===== src/rtl/nav_pkg.sv =====
// Shared definitions for the waypoint driver: pos_mode codes, FSM
// state encoding, default sizing and {Z,Y,X} axis slice helpers.
package nav_pkg;

   localparam int K_DEF        = 16;
   localparam int MAX_STEP_DEF = 4;
   localparam int JUMP_MIN_DEF = 64;

   localparam logic [3:0] POS_RESET  = 4'b0001;
   localparam logic [3:0] POS_NORMAL = 4'b0010;
   localparam logic [3:0] POS_JUMP   = 4'b0100;

   typedef enum logic [2:0] {
      ST_INIT,
      ST_IDLE,
      ST_MOVE,
      ST_JUMP,
      ST_DONE
   } nav_state_e;

   localparam int AXIS_X = 0;
   localparam int AXIS_Y = 1;
   localparam int AXIS_Z = 2;
   localparam int N_AXES = 3;

   // LSB of an axis inside a packed {Z,Y,X} vector of k-bit fields.
   function automatic int axis_lsb(input int axis, input int k);
      return axis * k;
   endfunction

endpackage


===== src/rtl/nav_waypoint_driver_if.sv =====
// Waypoint handshake and integrator command bundle.
// The driver sits on the slave side; the waypoint source / integrators
// (or a bench) use the master side.
interface nav_waypoint_driver_if #(parameter int K = 16);

   logic           wp_valid;
   logic           wp_ready;
   logic [3*K-1:0] wp_target;
   logic           wp_jump_ok;
   logic           hold;
   logic [3:0]     pos_mode;
   logic [3*K-1:0] jump_position;
   logic [3*K-1:0] velocity;
   logic [3*K-1:0] cur_pos;
   logic           busy;
   logic           arrived;

   modport master (
      output wp_valid, wp_target, wp_jump_ok, hold,
      input  wp_ready, pos_mode, jump_position, velocity, cur_pos, busy, arrived
   );

   modport slave (
      input  wp_valid, wp_target, wp_jump_ok, hold,
      output wp_ready, pos_mode, jump_position, velocity, cur_pos, busy, arrived
   );

endinterface


===== src/rtl/nav_axis_step.sv =====
// One axis of the motion step: signed distance to target, velocity
// clamped to +/-MAX_STEP (zero while held), and whether this step lands
// exactly on the target.
module nav_axis_step #(
   parameter int K        = 16,
   parameter int MAX_STEP = 4
) (
   input  logic [K-1:0]        target_i,
   input  logic [K-1:0]        cur_pos_i,
   input  logic                hold_i,
   output logic signed [K-1:0] diff_o,
   output logic [K-1:0]        vel_o,
   output logic                at_target_o
);

   localparam logic signed [K-1:0] STEP_P = K'(MAX_STEP);
   localparam logic signed [K-1:0] STEP_N = -STEP_P;

   logic signed [K-1:0] clamp;

   // Wrapped difference, clamp (most-negative diff falls into the
   // STEP_N branch), and exact-landing flag.
   always_comb begin
      diff_o = $signed(target_i - cur_pos_i);
      if (diff_o > STEP_P) begin
         clamp = STEP_P;
      end else if (diff_o < STEP_N) begin
         clamp = STEP_N;
      end else begin
         clamp = diff_o;
      end
      vel_o       = hold_i ? '0 : clamp;
      at_target_o = ((cur_pos_i + vel_o) == target_i);
   end

endmodule


===== src/rtl/nav_waypoint_driver.sv =====
// Waypoint driver for the per-axis position integrators.
// Optional jump support is compiled in with the macro NAV_JUMP_EN;
// without it every non-zero waypoint is walked in MOVE.
//
// state | meaning
// INIT  | one cycle after reset, pos_mode=reset
// IDLE  | ready for a waypoint
// MOVE  | stepping toward target, clamped velocity
// JUMP  | one cycle, integrators load jump_position
// DONE  | one cycle, arrived pulse
module nav_waypoint_driver
   import nav_pkg::*;
#(
   parameter int K        = K_DEF,
   parameter int MAX_STEP = MAX_STEP_DEF,
   parameter int JUMP_MIN = JUMP_MIN_DEF
) (
   input logic                  clk,
   input logic                  rst,
   nav_waypoint_driver_if.slave bus
);

   localparam logic [K:0] JUMP_MIN_W = (K+1)'(JUMP_MIN);

   nav_state_e     state_q, state_d;
   logic [3*K-1:0] cur_pos_q, cur_pos_d;
   logic [3*K-1:0] target_q, target_d;
   logic           hold_q;

   logic [3*K-1:0] diff, vel_step, step_pos, acc_diff;
   logic [N_AXES-1:0] at_tgt;
   logic [K:0]     acc_abs [N_AXES];
   logic           acc_zero, acc_far, jump_take;
   logic           unused_diff;

   function automatic logic [K:0] abs_k(input logic [K-1:0] d);
      return d[K-1] ? ({1'b0, ~d} + (K+1)'(1)) : {1'b0, d};
   endfunction

   for (genvar a = 0; a < N_AXES; a++) begin : g_axis
      nav_axis_step #(.K(K), .MAX_STEP(MAX_STEP)) u_step (
         .target_i    (target_q[a*K +: K]),
         .cur_pos_i   (cur_pos_q[a*K +: K]),
         .hold_i      (hold_q),
         .diff_o      (diff[a*K +: K]),
         .vel_o       (vel_step[a*K +: K]),
         .at_target_o (at_tgt[a])
      );
      assign step_pos[a*K +: K] = cur_pos_q[a*K +: K] + vel_step[a*K +: K];
      assign acc_diff[a*K +: K] = bus.wp_target[a*K +: K] - cur_pos_q[a*K +: K];
      assign acc_abs[a]         = abs_k(acc_diff[a*K +: K]);
   end

   // The signed diffs are only needed inside the step units.
   assign unused_diff = ^diff;

   assign acc_zero    = (acc_diff == '0);
   assign bus.cur_pos = cur_pos_q;

   // Chebyshev distance of the offered waypoint against the jump threshold.
   always_comb begin
      acc_far = 1'b0;
      for (int a = 0; a < N_AXES; a++) begin
         if (acc_abs[a] >= JUMP_MIN_W) acc_far = 1'b1;
      end
   end

`ifdef NAV_JUMP_EN
   assign jump_take = bus.wp_jump_ok & acc_far;
`else
   logic unused_jump;
   assign unused_jump = bus.wp_jump_ok ^ acc_far;
   assign jump_take   = 1'b0;
`endif

   // Next-state, shadow position update and output decode from state.
   always_comb begin
      state_d           = state_q;
      cur_pos_d         = cur_pos_q;
      target_d          = target_q;
      bus.pos_mode      = POS_NORMAL;
      bus.velocity      = '0;
      bus.jump_position = '0;
      bus.wp_ready      = 1'b0;
      bus.busy          = 1'b1;
      bus.arrived       = 1'b0;
      case (state_q)
         ST_INIT: begin
            bus.pos_mode = POS_RESET;
            state_d      = ST_IDLE;
         end
         ST_IDLE: begin
            bus.wp_ready = 1'b1;
            bus.busy     = 1'b0;
            if (bus.wp_valid) begin
               target_d = bus.wp_target;
               if (acc_zero)       state_d = ST_DONE;
               else if (jump_take) state_d = ST_JUMP;
               else                state_d = ST_MOVE;
            end
         end
         ST_MOVE: begin
            bus.velocity = vel_step;
            cur_pos_d    = step_pos;
            if (&at_tgt) state_d = ST_DONE;
         end
`ifdef NAV_JUMP_EN
         ST_JUMP: begin
            bus.pos_mode      = POS_JUMP;
            bus.jump_position = target_q;
            cur_pos_d         = target_q;
            state_d           = ST_DONE;
         end
`endif
         ST_DONE: begin
            bus.arrived = 1'b1;
            state_d     = ST_IDLE;
         end
         default: state_d = ST_INIT;
      endcase
   end

   // State, shadow position, latched target and registered hold.
   always_ff @(posedge clk) begin
      if (rst) begin
         state_q   <= ST_INIT;
         cur_pos_q <= '0;
         target_q  <= '0;
         hold_q    <= 1'b0;
      end else begin
         state_q   <= state_d;
         cur_pos_q <= cur_pos_d;
         target_q  <= target_d;
         hold_q    <= bus.hold;
      end
   end

endmodule


===== src/flat_wrapper.sv =====
// flat-port wrapper written by rule: the top's interface ports become plain ports
module nav_waypoint_driver_flat import nav_pkg::*;
#(
   parameter int K        = K_DEF,
   parameter int MAX_STEP = MAX_STEP_DEF,
   parameter int JUMP_MIN = JUMP_MIN_DEF
)
  (clk, rst, bus_wp_valid, bus_wp_target, bus_wp_jump_ok, bus_hold, bus_wp_ready, bus_pos_mode, bus_jump_position, bus_velocity, bus_cur_pos, bus_busy, bus_arrived);
  nav_waypoint_driver_if #(.K(K)) bus_i ();
  input logic clk;
  input logic rst;
  input wire logic [$bits(bus_i.wp_valid)-1:0] bus_wp_valid;
  input wire logic [$bits(bus_i.wp_target)-1:0] bus_wp_target;
  input wire logic [$bits(bus_i.wp_jump_ok)-1:0] bus_wp_jump_ok;
  input wire logic [$bits(bus_i.hold)-1:0] bus_hold;
  output wire logic [$bits(bus_i.wp_ready)-1:0] bus_wp_ready;
  output wire logic [$bits(bus_i.pos_mode)-1:0] bus_pos_mode;
  output wire logic [$bits(bus_i.jump_position)-1:0] bus_jump_position;
  output wire logic [$bits(bus_i.velocity)-1:0] bus_velocity;
  output wire logic [$bits(bus_i.cur_pos)-1:0] bus_cur_pos;
  output wire logic [$bits(bus_i.busy)-1:0] bus_busy;
  output wire logic [$bits(bus_i.arrived)-1:0] bus_arrived;
  assign bus_i.wp_valid = bus_wp_valid;
  assign bus_i.wp_target = bus_wp_target;
  assign bus_i.wp_jump_ok = bus_wp_jump_ok;
  assign bus_i.hold = bus_hold;
  assign bus_wp_ready = bus_i.wp_ready;
  assign bus_pos_mode = bus_i.pos_mode;
  assign bus_jump_position = bus_i.jump_position;
  assign bus_velocity = bus_i.velocity;
  assign bus_cur_pos = bus_i.cur_pos;
  assign bus_busy = bus_i.busy;
  assign bus_arrived = bus_i.arrived;
  nav_waypoint_driver #(.K(K), .MAX_STEP(MAX_STEP), .JUMP_MIN(JUMP_MIN)) u_core (.clk(clk), .rst(rst), .bus(bus_i));
endmodule

===== config.mk =====
export PLATFORM = sky130hd
export DESIGN_NAME = nav_waypoint_driver_flat
export DESIGN_NICKNAME = d
export VERILOG_FILES = /design/src/rtl/nav_pkg.sv /design/src/rtl/nav_waypoint_driver_if.sv /design/src/rtl/nav_axis_step.sv /design/src/rtl/nav_waypoint_driver.sv /design/src/flat_wrapper.sv
export SDC_FILE = /design/constraint.sdc
export NUM_CORES = 1
export LEC_CHECK = 0
export CORE_AREA = 2 2 181 183
export CTS_CLUSTER_SIZE = 14
export DETAILED_ROUTE_END_ITERATION = 8
export DIE_AREA = 0 0 183 185
export DONT_BUFFER_PORTS = 1
export PLACE_DENSITY = 0.56
export SYNTH_ARGS = -nofsm -noshare
export SYNTH_HDL_FRONTEND = slang
export SYNTH_SLANG_ARGS = --single-unit

===== constraint.sdc =====
create_clock -name clk -period 7.8 [get_ports clk]
set_clock_uncertainty 0.15 [all_clocks]
set_input_delay 0.39 -clock clk [delete_from_list [all_inputs] [get_ports clk]]
set_output_delay 0.39 -clock clk [all_outputs]
set_load 0.005 [all_outputs]

==> impl_metrics.yaml <==
status:
  status: "finished clean"
floorplanning:
  io_pins: 204
  start_util_pct: 39.1
  core_um2: 32000
  die_x_um: 183
  rows: 66
  die_height_um: 185
  dieArea_um2: 33900
synth:
  yosysSeqAreaShare_pct: 16.0
  yosys.area.top_type: "dfxtp_1"
  ys_ff_latch: 100
  synth_area_leaders: "dfxtp_1 16%, ha_1 14%, nand2_1 7.2%, a21oi_1 7.0%, xnor2_1 5.6%"
  ys_types: 90
  netlist_instances: 1769
  async_reset_ff_share_pct: 0
  synthFlopType: "dfxtp_1"
  synth_edf_count: 0
  synth_top_area_share_pct: 16.0
  ys_warn_count: 0
  netlist_area_um2: 12500
  avgSynthCellArea_um2: 7.09
clock_network:
  numCtsBuffers: 9
  numClockSinks: 100
  cts.clk_slew.worst_paths_ps: 80
  clk_path_buf_depth: 2
  cts_tree: "done"
  clock_latency_ps: 390
  cts_max_level: 3
  cts-root-buf: "clkbuf_16"
critical_path:
  max_stage_delay_ps: 570
  start_kind: "flip-flop"
  worstSetupPathType: "reg -> reg"
  cp_max_fo: 13
  endpoint_kind: "flip-flop"
  required_ps: 7970
  crit_top_cell: "nand4_1"
  cp_slowest_cell: "fa_1"
  arrival_ps: 7600
placement:
  place_congestion: 0.946
  dp_hpwl_um: 36900
  port_buffers: 0
  dpl-instance-area_um2: 13000
route:
  wl_per_cell_um: 21.2
  wirelength_um: 47100
  drt-pass1-iter-count: 5
  remaining_drc_errors: 0
  num_vias: 12993
  vias_per_cell: 5.86
  detail-route-antenna-nets: 0
  first_iter_violations: 1120
timing:
  worstMarginPinSlew_ps: 812
  fmax_ghz: 0.135
  finalSetupViolations: 0
  period_share_pct: 95.3
  fin_setup_tns_ps: 0
  hold_viol_final: 0
  period_minus_slack_ps: 7430
  final-max-slew-violation-count: 0
  rsz0062_at_grt: "no"
  relSlewSlack_pct: 45.2
finish:
  area_delta_synth_final_pct: 10.9
  drive_above_1_share_pct: 6.96
  finish.instance_area_um2: 13900
  nets: 2001
power_and_ir_drop:
  irDropWorstVdd_v: 0.000121
  p_leak_nw: 5.58
  power_density_nw_per_um2: 250
  totalPowerFinal_mw: 3.48
global_routing:
  grt_start_max_net_pins: 101
  track_usage_pct: 27.5
  antenna_found_initial: 1
  gr-total-overflow: 0
  grt_pass1_wl_um: 71200
  grt_pass1_vias: 12078
job:
  cap_violations: 0
worst_hold_path:
  min_path_type: "in -> reg"
[worst max-delay path: cells and delay by family, from the launching register on]
family,cells,cell delay (ps)
flops,1,330
buf+inv,4,510
xor+xnor,1,220
fa+ha+maj,3,1150
simple gates,12,2780
compound gates,8,2230
[cell usage in the layout, fill, tap and decap left out, drive strengths merged, types with 36 or more instances in the layout]
cell type    synthesis  routed
and2                36      36
dfxtp              100     100
inv                 88      91
o21a                37      37
o21ai               64      64
nor2               156     156
ha                 136     136
xnor2               80      80
dlygate4sd3          0      49
conb                 1      50
xor2                49      49
a21oi              176     176
nand2              240     240
nor3                58      58
buf                 60      54
[registers in the layout, summed over array words and instances, names as in the netlist]
name,cells
u_core.state_q,3
u_core.hold_q,1
u_core.target_q,48
u_core.bus.cur_pos,48
[synthesized netlist by cell type, types with 11 or more instances]
master    instances
xnor2_1          80
nor3_1           58
nor2b_1          29
nand2b_1         17
ha_1            136
clkbuf_1         66
and3_1           13
o211ai_1         18
a211oi_1         20
and2_1           35
xor2_1           49
or3_1            24
inv_1            88
a21o_1           28
a21oi_1         176
nand2_1         240
o21ai_0          47
nor3b_1          11
o21a_1           37
nand3_1          30
nand4_1          31
nor2_1          156
dfxtp_1         100
nor4_1           15
o21ai_1          15
buf_4            50
a31oi_1          15
[area by class of cell]
| type | instances | area [µm²] |
|---|---|---|
| Inverter | 88 | 330 |
| Timing Repair Buffer | 103 | 916 |
| Multi-Input combinational cell | 1504 | 9870 |
| Fill cell | 3325 | 18100 |
| Sequential cell | 100 | 2000 |
| Tap cell | 408 | 510 |
| Clock inverter | 6 | 48.8 |
| Clock buffer | 9 | 225 |
| Antenna cell | 1 | 2.50 |
[power by group]
group | internal [mW] | total [mW] | switching (mW)
clock | 0.219 | 0.465 | 0.246
combinational | 0.921 | 2.43 | 1.51
sequential | 0.538 | 0.576 | 0.0384
[metrics by stage]
step / instances / setup WS, ps / hold WS, ps / util, %
after global routing: 2218 / 7.38 / 13.8 / 43.4
after detailed placement: 2151 / 181 / 308 / 40.5
after CTS: 2216 / 126 / 6.61 / 42.9
after global placement: 2151 / 266 / 299 / 40.5
final: 2219 / 369 / 17.3 / 43.4
after floorplan: 1818 / 560 / 298 / -
[repair_timing]
action,CTS,global route
buffers inserted,0,2
hold buffers,50,0
setup endpoints to repair,0,3
gates resized for setup,0,32
hold endpoints to repair,100,0
[cells by family (layout without fill, tap and decap cells)]
family	after synthesis	in the layout	share of synthesized area, %
and+or+nand+nor	702	702	27.0
DFF	100	100	16.0
other	1	51	0.0299
AOI/OAI and AO/OA	466	466	24.2
muxes	12	12	0.988
adders and majority gates	144	144	14.7
xor gates and xnor gates	130	130	9.20
buffers and inverters	214	206	7.93
[final timing paths]
check	startpoint	to	slack, ps	cells after the start
setup / recovery	u_core.target_q[16]	u_core.state_q[2]	370	28
setup reg to reg	u_core.target_q[16]	u_core.state_q[2]	370	28
hold / removal	bus_wp_valid	u_core.state_q[0]	20	2
hold reg to reg	u_core.target_q[31]	u_core.target_q[31]	320	2
[routing by layer]
layer / vias to the layer above / GRT usage (%) / share of wire (%)
met2: 512 / 45.5 / 46
met4: 0 / 8.45 / 3.0
li1: 6280 / - / -
met3: 73 / 5.74 / 8.0
met1: 6128 / 35.8 / 43
met5: - / 0 / 0
Power figures use the tool's default switching activity.
